<file path="config.mk">
export PLATFORM = sky130hd
export DESIGN_NAME = uart_receive_flat
export DESIGN_NICKNAME = d
export VERILOG_FILES = /design/src/rtl/uart_receive_if.sv /design/src/rtl/uart_receive.sv /design/src/flat_wrapper.sv
export SDC_FILE = /design/constraint.sdc
export NUM_CORES = 1
export LEC_CHECK = 0
export CAP_MARGIN = 0
export CORE_MARGIN = 1
export CORE_UTILIZATION = 40
export CTS_CLUSTER_DIAMETER = 150
export DETAILED_ROUTE_END_ITERATION = 6
export REMOVE_ABC_BUFFERS = 1
export SYNTH_ARGS = -nofsm -noshare
export SYNTH_HDL_FRONTEND = slang
export SYNTH_SLANG_ARGS = --single-unit
</file>
<file path="constraint.sdc">
create_clock -name clk_in -period 4.21 [get_ports clk_in]
set_input_delay 0.842 -clock clk_in [delete_from_list [all_inputs] [get_ports clk_in]]
set_output_delay 0.842 -clock clk_in [all_outputs]
set_load 0.005 [all_outputs]
</file>
<file path="src/rtl/uart_receive_if.sv">
// Receiver-side signal bundle: serial line in, received byte and status out.
interface uart_receive_if;
  logic       rx_wire_in;
  logic [7:0] data_byte_out;
  logic       new_data_out;
  logic       framing_error_out;
  logic       busy_out;

  modport master (
    input  rx_wire_in,
    output data_byte_out, new_data_out, framing_error_out, busy_out
  );

  modport slave (
    output rx_wire_in,
    input  data_byte_out, new_data_out, framing_error_out, busy_out
  );
endinterface

</file>
<file path="src/rtl/uart_receive.sv">
// 8N1 UART receiver: synchronises rx, samples each bit mid-period, strobes good bytes
// and flags bad stop bits.
module uart_receive #(
  parameter int INPUT_CLOCK_FREQ = 100_000_000,
  parameter int BAUD_RATE        = 9600
) (
  input  logic           clk_in,
  input  logic           rst_in,
  uart_receive_if.master bus
);

  localparam int P  = INPUT_CLOCK_FREQ / BAUD_RATE;
  localparam int H  = P / 2;
  localparam int CW = $clog2(P) + 1;
  localparam logic [CW-1:0] HALF_END = CW'(H - 1);
  localparam logic [CW-1:0] BIT_END  = CW'(P - 1);

  typedef enum logic [2:0] {IDLE, START, DATA, STOP, WAIT_HIGH} state_t;

  state_t        state, state_nxt;
  logic [1:0]    sync;
  logic          rx_s;
  logic [CW-1:0] count, count_nxt;
  logic [2:0]    idx, idx_nxt;
  logic [7:0]    shift, shift_nxt;
  logic          load, frame_err;

  assign rx_s = sync[1];

  // Idle-high reset value keeps a reset from looking like a start bit.
  always_ff @(posedge clk_in) begin
    if (rst_in) sync <= 2'b11;
    else        sync <= {sync[0], bus.rx_wire_in};
  end

  always_ff @(posedge clk_in) begin
    if (rst_in) begin
      state <= IDLE;
      count <= '0;
      idx   <= '0;
      shift <= '0;
    end else begin
      state <= state_nxt;
      count <= count_nxt;
      idx   <= idx_nxt;
      shift <= shift_nxt;
    end
  end

  always_comb begin
    state_nxt = state;
    count_nxt = count + 1'b1;
    idx_nxt   = idx;
    shift_nxt = shift;
    load      = 1'b0;
    frame_err = 1'b0;
    case (state)
      IDLE: begin
        count_nxt = '0;
        if (!rx_s) state_nxt = START;
      end
      START: begin
        if (count == HALF_END) begin
          count_nxt = '0;
          idx_nxt   = '0;
          state_nxt = rx_s ? IDLE : DATA;
        end
      end
      DATA: begin
        if (count == BIT_END) begin
          count_nxt = '0;
          shift_nxt = {rx_s, shift[7:1]};
          if (idx == 3'd7) state_nxt = STOP;
          else             idx_nxt   = idx + 1'b1;
        end
      end
      STOP: begin
        // Leave right after the mid-stop sample so a following start bit is not missed.
        if (count == BIT_END) begin
          count_nxt = '0;
          if (rx_s) begin
            load      = 1'b1;
            state_nxt = IDLE;
          end else begin
            frame_err = 1'b1;
            state_nxt = WAIT_HIGH;
          end
        end
      end
      WAIT_HIGH: begin
        count_nxt = '0;
        if (rx_s) state_nxt = IDLE;
      end
      default: state_nxt = IDLE;
    endcase
  end

  always_ff @(posedge clk_in) begin
    if (rst_in) begin
      bus.data_byte_out     <= '0;
      bus.new_data_out      <= 1'b0;
      bus.framing_error_out <= 1'b0;
      bus.busy_out          <= 1'b0;
    end else begin
      bus.new_data_out      <= load;
      bus.framing_error_out <= frame_err;
      bus.busy_out          <= (state_nxt != IDLE);
      if (load) bus.data_byte_out <= shift;
    end
  end

endmodule
</file>
<file path="src/flat_wrapper.sv">
// flat-port wrapper written by rule: the top's interface ports become plain ports
module uart_receive_flat 
#(
  parameter int INPUT_CLOCK_FREQ = 100_000_000,
  parameter int BAUD_RATE        = 9600
)
  (clk_in, rst_in, bus_rx_wire_in, bus_data_byte_out, bus_new_data_out, bus_framing_error_out, bus_busy_out);
  uart_receive_if bus_i ();
  input  logic clk_in;
  input  logic rst_in;
  input wire logic [$bits(bus_i.rx_wire_in)-1:0] bus_rx_wire_in;
  output wire logic [$bits(bus_i.data_byte_out)-1:0] bus_data_byte_out;
  output wire logic [$bits(bus_i.new_data_out)-1:0] bus_new_data_out;
  output wire logic [$bits(bus_i.framing_error_out)-1:0] bus_framing_error_out;
  output wire logic [$bits(bus_i.busy_out)-1:0] bus_busy_out;
  assign bus_i.rx_wire_in = bus_rx_wire_in;
  assign bus_data_byte_out = bus_i.data_byte_out;
  assign bus_new_data_out = bus_i.new_data_out;
  assign bus_framing_error_out = bus_i.framing_error_out;
  assign bus_busy_out = bus_i.busy_out;
  uart_receive #(.INPUT_CLOCK_FREQ(INPUT_CLOCK_FREQ), .BAUD_RATE(BAUD_RATE)) u_core (.clk_in(clk_in), .rst_in(rst_in), .bus(bus_i));
endmodule
</file>
# Word level (Yosys, flattened, before mapping)
# Index checks and enable logic that the tools add are counted.
[totals] ff_bits=42 latch_bits=0 ramBits=0 rom_bits=0 in_bits=3 output_inout_bits=11 wordCells=51 n_memories=0
[op_classes] add_sub_neg=2 mul=0 div_mod_pow=0 magnitude_cmp=0 n_eq_ne=10 shift=0 n_mux=20 bitwise_logic=2 reduce_logical=8
[op_table] cell="one-hot mux 15 bit (3 select lines)" n=1
[op_table] cell="2-to-1 mux 15 bit" n=2
[op_table] cell="2-to-1 mux 3 bit" n=10
[op_table] cell="adder 15 x 1 -> 15 bit (second input constant)" n=1
[op_table] cell="== test 15 x 13 -> 1 bit (second input constant)" n=1
[op_table] cell="== test 15 x 14 -> 1 bit (second input constant)" n=1
[op_table] cell="one-hot mux 3 bit (5 select lines)" n=1
[op_table] cell="== test 3 x 2 -> 1 bit (second input constant)" n=2
[op_table] cell="== test 3 bit (second input constant)" n=2
[op_table] cell="one-hot mux 3 bit (2 select lines)" n=1
[op_table] cell="2-to-1 mux 1 bit" n=4
[op_table] cell="!= test 2 x 1 -> 1 bit (second input constant)" n=2
[op_table] cell="AND reduction 4 bit" n=1
[op_table] cell="OR reduction 2 bit" n=2
[op_table] cell="adder 3 x 1 -> 3 bit (second input constant)" n=1
[op_table] cell="== test 3 x 1 -> 1 bit (second input constant)" n=1
[op_table] cell="logical NOT 3 bit" n=1
[op_table] cell="nonzero test 3 bit" n=1
[op_table] cell="OR reduction 3 bit" n=1
[op_table] cell="2-to-1 mux 2 bit" n=1
[op_table] cell="!= test 2 bit (second input constant)" n=1
[op_table] cell="inverter 1 bit" n=2
[op_table] cell="AND reduction 2 bit" n=1
[op_table] cell="nonzero test 2 bit" n=1

# Logic depth before layout (Yosys ltp)
# Gate-level depths: netlist of run 1.
[logic_depth] depth_word=5 ltp_mapped=7 depth_no_buf=6

# Least setup slack after synthesis of run 1
# No wires, ideal clock.
[synth_path] path_kind="input -> register" start="input rst_in" end="register u_core.bus.busy_out" setup_time_ns=0.127 arrival_ns=1.835 required_time_ns=4.083 path_slack_ns=2.248 path_stages=5 n_path_buf=1 path_cell_list="clkbuf_1 -> nor2_1 -> a32oi_1 -> o221ai_2 -> or3_1"
[synth_rtl] element="start: declaration" line="flat_wrapper.sv:10" text="input logic rst_in;"
[synth_rtl] element="end signal: assignment" line="uart_receive.sv:107" text="bus.busy_out <= (state_nxt != IDLE);"
[synth_rtl] element="end: declaration" line="uart_receive_if.sv:11" text="output data_byte_out, new_data_out, framing_error_out, busy_out"

# Worst setup path in the final report of run 1
[layout_path] start="register u_core.count[0]" end="register u_core.count[3]"
[layout_via] elab_chain_len=3 elab_cells_between_ends=6 classes_between="add/sub (1); eq/ne (2); mux (3)"
[layout_lines] element="start: declaration" line="uart_receive.sv:23" text="logic [CW-1:0] count, count_nxt;"
[layout_lines] element="start signal: assignment" line="uart_receive.sv:44" text="count <= count_nxt;"
[layout_lines] element="adder 15 x 1 -> 15 bit (tied with other cells)" line="uart_receive.sv:52" text="count_nxt = count + 1'b1;"
[layout_lines] element="2-to-1 mux 15 bit (on tied branches)" line="uart_receive.sv:70, uart_receive.sv:79, uart_receive.sv:63"
[layout_lines] element="one-hot mux 15 bit (3 select lines) *" line="uart_receive.sv:57" text="case (state)"
# Every way passes the cells marked *; elsewhere a longest branch is shown, timed or not.
# A chain may end at the register's enable or synchronous reset.

==> results.txt, run 1 <==
----------------------------------------------------
[GRT]
  GR Util met3 ... 0.0439
  GR Layer Usage met2 ... 0.280
  Met1 demand-to-capacity share in global routing ... 0.186
  Maximum number of pins on one net before global-route repair ... 28
  First-pass GRT wire length ... a little over 6000 um
  Number of antenna violations at the first check in global routing ... 0
  Number of global-route vias before repair ... 1398
  Global route total overflow ... 0
  GR Util All Layers ... 0.162
  Most heavily used metal layer in global routing ... met2

[Synth]
  Cell types with the largest area share after synthesis ... sky130_fd_sc_hd__dfxtp_1 (47%), sky130_fd_sc_hd__nor2_1 (6.7%), sky130_fd_sc_hd__mux2i_1 (5.0%), sky130_fd_sc_hd__nand3_1 (4.2%), sky130_fd_sc_hd__xor2_1 (3.9%)
  Synthesized-area fraction occupied by and/or/nand/nor cells ... 0.314
  Top flip-flop cell by instance count after synthesis ... sky130_fd_sc_hd__dfxtp_1
  Complex-gate fraction of the synthesized area ... 0.0597
  Most common cell in the synthesized netlist ... sky130_fd_sc_hd__dfxtp_1
  Cells after Synth ... 195
  Post-synthesis cell type with the largest combined area ... sky130_fd_sc_hd__dfxtp_1
  Fraction of registers with async set/reset ... 0
  Post-synthesis sequential area ratio ... 0.466
  Number of flops mapped to enable cells by yosys ... 0
  Commonest cells post-synth ... sky130_fd_sc_hd__dfxtp_1 (42), sky130_fd_sc_hd__nor2_1 (32), sky130_fd_sc_hd__nand2_1 (18)
  Arithmetic-cell share of the synthesized area counting full adders, half adders and majority gates ... 0.0208
  Synth warn ... 0
  Number of register bits inferred by synthesis ... 42
  Dominant combinational cell family by area after synthesis ... simple AND/OR/NAND/NOR gates
  Post-synthesis instance area ... 1800 um^2
  Average footprint of a synthesized cell ... 9.25 um^2
  Count of cell types in the netlist ... 35
  Share of synthesized area spent on multiplexers ... 0.0500
  Top cell type's share of synthesized area ... 0.466
  Post-Synth XOR/XNOR Area ... 0.0632

[Power and ir drop]
  Pwr Density ... 343 nW/um^2
  Portion of total power attributed to combinational logic ... 0.046
  Internal power component ... ~0.54 mW
  IR Drop Worst-Case VDD ... 180 uV
  Register share of total power ... 0.586
  Net switching share of the total power ... 0.241
  Clock network power share ... 0.368
  P_sw ... 0.170 mW
  Static leakage ... 0.749 nW

[Clocking]
  Resize count post-CTS ... 0
  H-tree depth reported by CTS ... 2
  Clock tree from TritonCTS ... done
  Post-CTS repair timing setup buffer count ... 0
  Buffer depth of the longest clock path ... 2
  CTS root buf ... sky130_fd_sc_hd__clkbuf_8
  Number of buffers inserted by hold repair at cts ... 0
  Clk slew on worst S/H paths ... 80 ps
  CTS Buf Count ... 5
  Clock sinks ... 42
  Clock latency reported for the late side of the worst-skew pair ... approximately 300 ps

[Layout]
  Area taken by flip-flops and latches ... between 800 and 900 um^2
  Growth of design area from synthesis to finish ... 14.0%
  Count of inserted antenna diode cells ... 0
  # fillers ... 410
  Share of layout cells above drive strength 1 ... 0.0861
  Multi-input combinational cell area ... 915 um^2
  Total number of nets in the final design ... 214
  Fin util ... 0.472

[Outcome]
  Status ... finished, final reports clean

[Timing]
  Highest achievable clock rate ... 0.400 GHz
  Max-slew violations ... 0
  Final period utilization ... 0.594
  RSZ-0062 raised after global routing ... no
  Slew @ Worst Pin ... 791 ps
  Total negative slack for setup checks ... 0 ps
  Fin crit period ... between 2000 and 3000 ps
  Count of endpoints failing hold in the final timing report ... 0
  Maximum clock skew at final layout ... 7.35 ps
  Number of setup violations in the final report ... 0
  Slew margin rel. ... 0.469

[Floorplanning]
  Die Y-Extent ... 69.1 um
  Effective utilization at floorplan ... 0.414
  Core Box Area ... 4350 um^2
  Top-level I/O count ... 14
  Die width ... about 69 um
  Row count ... 24
  Area of the die ... 4780 um^2

[Setup path]
  Highest-delay cell along the critical path ... sky130_fd_sc_hd__nor4_4
  Max stage delay on crit path ... 720 ps
  Peak fanout along the critical path ... 14
  Critical setup path kind ... flip-flop to flip-flop
  Req. time, crit path ... 4380 ps
  Buffer and inverter count on the worst path ... 0
  Critical path, cell by cell ... ha_1 > nand4_1 > nor4_4 > a22oi_1 > nand2_1 > nor2_1
  Arrival time of the worst setup path ... 2670 ps
  Critical path capture point type ... flip-flop
  Family of cells with the greatest summed delay on the critical path ... simple AND/OR/NAND/NOR gates
  Type of element launching the critical path ... flip-flop

[Routing]
  Initial DRC count ... 69
  Length of the first detailed-routing pass in iterations ... 4
  Final wirelength ... 3480 um
  DR DRC count ... 0
  Via count normalized by instance count ... 5.34
  Total via count after detailed routing ... ~1400
  Detail Route Antenna Nets ... 0
  Routed len/inst ... 13.3 um

[Job]
  MaxCap Viol Count ... 0

[Worst hold path]
  Type of the most critical hold path ... flip-flop to flip-flop

[Placement]
  Port-buffer cells ... 13
  DP HPWL ... 2420 um
  Routability-driven placement congestion ratio ... 0.842

----------------------------------------------------
==> final cells by class <==
type | count | share of cell area
timing repair buffer | 14 | 0.0670
clock inverter | 3 | 0.0103
tap | 52 | 0.0316
sequential | 42 | 0.409
clock buffer | 5 | 0.0335
inverter | 2 | 0.00365
multi-input combinational | 143 | 0.445
==> power by group through the flow <==
stage / sequential, mW / clock, mW / combinational, mW
after detailed placement: 0.423 / 0 / 0.0327
after global routing: 0.416 / 0.285 / 0.0360
after global placement: 0.423 / 0 / 0.0313
final: 0.414 / 0.259 / 0.0324
after floorplan: 0.421 / 0 / 0.0177
after CTS: 0.414 / 0.267 / 0.0329
==> stage by stage <==
step / hold WS [ps] / power [mW] / worst slack [ps] / instances / cell area [um^2]
4_1_cts: 417 / 0.714 / 1690 / 261 / 2060
6_report: 414 / 0.705 / 1710 / 261 / 2060
5_1_grt: 444 / 0.737 / 1430 / 261 / 2060
2_1_floorplan: 389 / 0.439 / 2130 / 187 / 1760
3_3_place_gp: 395 / 0.454 / 1710 / 253 / 1970
3_5_place_dp: 396 / 0.456 / 1670 / 253 / 1970
==> cells by family after synthesis <==
group	after synthesis
muxes	9
AOI/OAI and AO/OA	16
xor gates and xnor gates	13
and+or+nand+nor	102
buffers and inverters	10
DFF	42
adders and majority gates	3
==> placed cells by master, fill, tap and decap left out, types with 3 or more instances in the layout <==
cell type	instances
sky130_fd_sc_hd__a21oi_1	10
sky130_fd_sc_hd__and3_1	5
sky130_fd_sc_hd__clkbuf_8	5
sky130_fd_sc_hd__clkdlybuf4s50_1	13
sky130_fd_sc_hd__dfxtp_1	42
sky130_fd_sc_hd__ha_1	3
sky130_fd_sc_hd__mux2i_1	9
sky130_fd_sc_hd__nand2_1	18
sky130_fd_sc_hd__nand3_1	15
sky130_fd_sc_hd__nand4_1	3
sky130_fd_sc_hd__nor2_1	32
sky130_fd_sc_hd__nor3_1	5
sky130_fd_sc_hd__or2_2	4
sky130_fd_sc_hd__xnor2_1	5
sky130_fd_sc_hd__xor2_1	8
==> flip-flops by register name, summed over array words and instances (netlist names), 2 cells and up <==
signal	flops
u_core.idx	3
u_core.bus.data_byte_out	8
u_core.sync	2
u_core.shift	8
u_core.count	15
u_core.state	3
==> layer usage <==
metal | part of all wire | wire (um)
met1 | 0.45 | 1570
met5 | 0 | 0
met3 | 0.030 | 105
met2 | 0.50 | 1730
met4 | 0.019 | 65
==> path summary, 6_finish.rpt <==
| check | cells after the start | start | endpoint | slack, ps |
|---|---|---|---|---|
| setup / recovery | 6 | u_core.count[0] | u_core.count[3] | 1710 |
| hold reg to reg | 1 | u_core.sync[0] | u_core.sync[1] | 410 |
| setup reg to reg | 6 | u_core.count[0] | u_core.count[3] | 1710 |
| hold / removal | 1 | u_core.sync[0] | u_core.sync[1] | 410 |
(Power assumes the default switching activity.)
==> inputs of run 2 (changes only) <==
==> constraint.sdc (replaced) <==
create_clock -name clk_in -period 2.2 [get_ports clk_in]
set_input_delay 0.44 -clock clk_in [delete_from_list [all_inputs] [get_ports clk_in]]
set_output_delay 0.44 -clock clk_in [all_outputs]
set_load 0.005 [all_outputs]
==> results.txt, run 2 (synthesis results as in run 1) <==
----------------------------------------------------
[Routing]
  Via count normalized by instance count ... 5.26 (-1.5%)
  Routed len/inst ... 13.0 um (-2.6%)
  Final wirelength ... 3460 um (-0.40%)
  Total via count after detailed routing ... 1405 (+0.79%)
  DR DRC count ... 0 (unchanged)
  Length of the first detailed-routing pass in iterations ... 4 (unchanged)
  Detail Route Antenna Nets ... 0 (unchanged)
  Initial DRC count ... 52 (-25%)

[Timing]
  Maximum clock skew at final layout ... 5.09 ps (-2.27 ps)
  Number of setup violations in the final report ... 0 (unchanged)
  Fin crit period ... 2050 ps (-455 ps)
  Final period utilization ... 0.930 (+0.336)
  Slew margin rel. ... 0.664 (+0.195)
  RSZ-0062 raised after global routing ... no
  Count of endpoints failing hold in the final timing report ... 0 (unchanged)
  Max-slew violations ... 0 (unchanged)
  Slew @ Worst Pin ... 500 ps (-290 ps)
  Highest achievable clock rate ... 0.489 GHz (+22%)
  Total negative slack for setup checks ... 0 ps (unchanged)

[GRT]
  Maximum number of pins on one net before global-route repair ... 15 (-46%)
  Global route total overflow ... 0 (unchanged)
  Number of antenna violations at the first check in global routing ... 0 (unchanged)
  First-pass GRT wire length ... 6020 um (-3.1%)
  Number of global-route vias before repair ... 1374 (-1.7%)
  GR Util All Layers ... 0.155 (-0.00710)

[Setup path]
  Critical path capture point type ... flip-flop
  Flop2flop setup slack ... 150 ps (-1560 ps)
  Arrival time of the worst setup path ... 2230 ps (-440 ps)
  Origin of the worst setup path ... u_core.count[9]
  Req. time, crit path ... 2390 ps (-1990 ps)
  Critical setup path kind ... flip-flop to flip-flop
  Last element of the critical path ... u_core.bus.data_byte_out[0]
  Peak fanout along the critical path ... 11 (-3)
  Worst reg2reg path endpoint ... u_core.bus.data_byte_out[0]
  Path depth of the worst reg2reg path ... 6 (unchanged)
  Launching point of the worst reg2reg path ... u_core.count[9]
  Type of element launching the critical path ... flip-flop

[Floorplanning]
  Row count ... 24 (unchanged)
  Die Y-Extent ... 69.1 um (unchanged)
  Die width ... 69.1 um (unchanged)
  Effective utilization at floorplan ... 0.414 (unchanged)
  Area of the die ... 4780 um^2 (unchanged)
  Top-level I/O count ... 14 (unchanged)
  Core Box Area ... 4350 um^2 (unchanged)

[Layout]
  Count of inserted antenna diode cells ... 0 (unchanged)
  Growth of design area from synthesis to finish ... 19.4%
  Most common cell after layout, fill and taps aside ... sky130_fd_sc_hd__dfxtp_1
  Total number of nets in the final design ... 220 (+2.8%)
  # fillers ... 411 (+0.24%)
  Number of flip-flops under the largest register name ... 15 (unchanged)
  Share of layout cells above drive strength 1 ... 0.112 (+0.0255)
  Leading cell types in the layout, fill and taps excluded ... sky130_fd_sc_hd__dfxtp_1 (42), sky130_fd_sc_hd__nor2_1 (32), sky130_fd_sc_hd__nand2_1 (18), sky130_fd_sc_hd__nand3_1 (15), sky130_fd_sc_hd__clkdlybuf4s50_1 (13)
  Count of non-filler cells in the finished layout ... 267 (+2.3%)
  Largest registers in the final layout ... u_core.count: 15 flops, u_core.bus.data_byte_out: 8 flops, u_core.shift: 8 flops
  Register with the most flip-flops ... u_core.count

[Power and ir drop]
  Pwr Density ... 745 nW/um^2 (+120%)
  Static leakage ... 0.808 nW (+7.9%)
  IR Drop Worst-Case VDD ... 384 uV (+110%)

[Clocking]
  Clock sinks ... 42 (unchanged)
  CTS Buf Count ... 5 (unchanged)
  Clock latency reported for the late side of the worst-skew pair ... 290 ps (about the same)
  Clk slew on worst S/H paths ... 80 ps (about the same)
  CTS root buf ... sky130_fd_sc_hd__clkbuf_8
  Buffer depth of the longest clock path ... 2 (unchanged)
  Number of buffers inserted by hold repair at cts ... 0 (unchanged)
  Resize count post-CTS ... 0 (unchanged)
  Post-CTS repair timing setup buffer count ... 0 (unchanged)
  Clock tree from TritonCTS ... done
  H-tree depth reported by CTS ... 2 (unchanged)

[Worst hold path]
  Type of the most critical hold path ... flip-flop to flip-flop

[Placement]
  Routability-driven placement congestion ratio ... 0.827 (-1.7%)
  Placed Cells incl. Taps ... 259 (+2.4%)
  Port-buffer cells ... 13 (unchanged)
  DP HPWL ... 2510 um (+3.5%)

[Outcome]
  Status ... finished, final reports clean

[Job]
  MaxCap Viol Count ... 0 (unchanged)

----------------------------------------------------
[run 2: cell types whose count changed in the layout (fill, tap and decap cells not counted), sizes merged]
cell | before | now
buf | 1 | 7
bufinv | 0 | 2
clkinv | 2 | 0
clkbuf | 5 | 6
clkinvlp | 1 | 0
[run 2: through the flow]
stage               power (mW)  cell area, um^2  hold WS [ps]   util  worst slack, ps
CTS                       1.62             2150           413  0.495              159
global placement         0.879             2010           392  0.462              229
finish                    1.60             2150           411  0.495              154
global route              1.66             2150           419  0.495             6.29
detailed placement       0.879             2010           394  0.462              182
floorplan                0.840             1760           389      -              119
[run 2: cell type report]
class                      instances  area (um^2)  area share
clock buffer                       6         82.6      0.0383
inverter                           2         7.51     0.00349
clock inverter                     2         60.1      0.0279
timing repair buffer              20          183      0.0848
multi-input combinational        143          915       0.425
tap                               52         65.1      0.0302
sequential                        42          841       0.390
[run 2: per-layer routing]
layer | GRT usage | up-vias | part of all wire
li1 | - | 718 | -
met4 | 0.0612 | 0 | 0.010
met2 | 0.268 | 15 | 0.48
met3 | 0.0351 | 4 | 0.019
met1 | 0.186 | 668 | 0.49
met5 | 0 | - | 0
[run 2: worst min path at each step]
stage,startpoint,to,slack [ps],depth (start not counted)
finish,u_core.sync[0],u_core.sync[1],410,1
detailed placement,u_core.sync[0],u_core.sync[1],390,1
global route,u_core.sync[0],u_core.sync[1],420,1
CTS,u_core.sync[0],u_core.sync[1],410,1
global placement,u_core.sync[0],u_core.sync[1],390,1
floorplan,u_core.sync[0],u_core.sync[1],390,1
[run 2: power by group]
part	switching [mW]	leakage (nW)	internal (mW)
clock network	0.259	0.0714	0.484
logic	0.0465	0.397	0.0349
registers	0.00732	0.339	0.772
total	0.313	0.808	1.29
[run 2: worst max-delay path, cell delays in order, from the launching register on]
cell	delay, ps
sky130_fd_sc_hd__dfxtp_1	350
sky130_fd_sc_hd__or3_4	440
sky130_fd_sc_hd__nor4_4	370
sky130_fd_sc_hd__buf_4	250
sky130_fd_sc_hd__nand4_4	240
sky130_fd_sc_hd__mux2i_1	240
sky130_fd_sc_hd__nor2_1	50
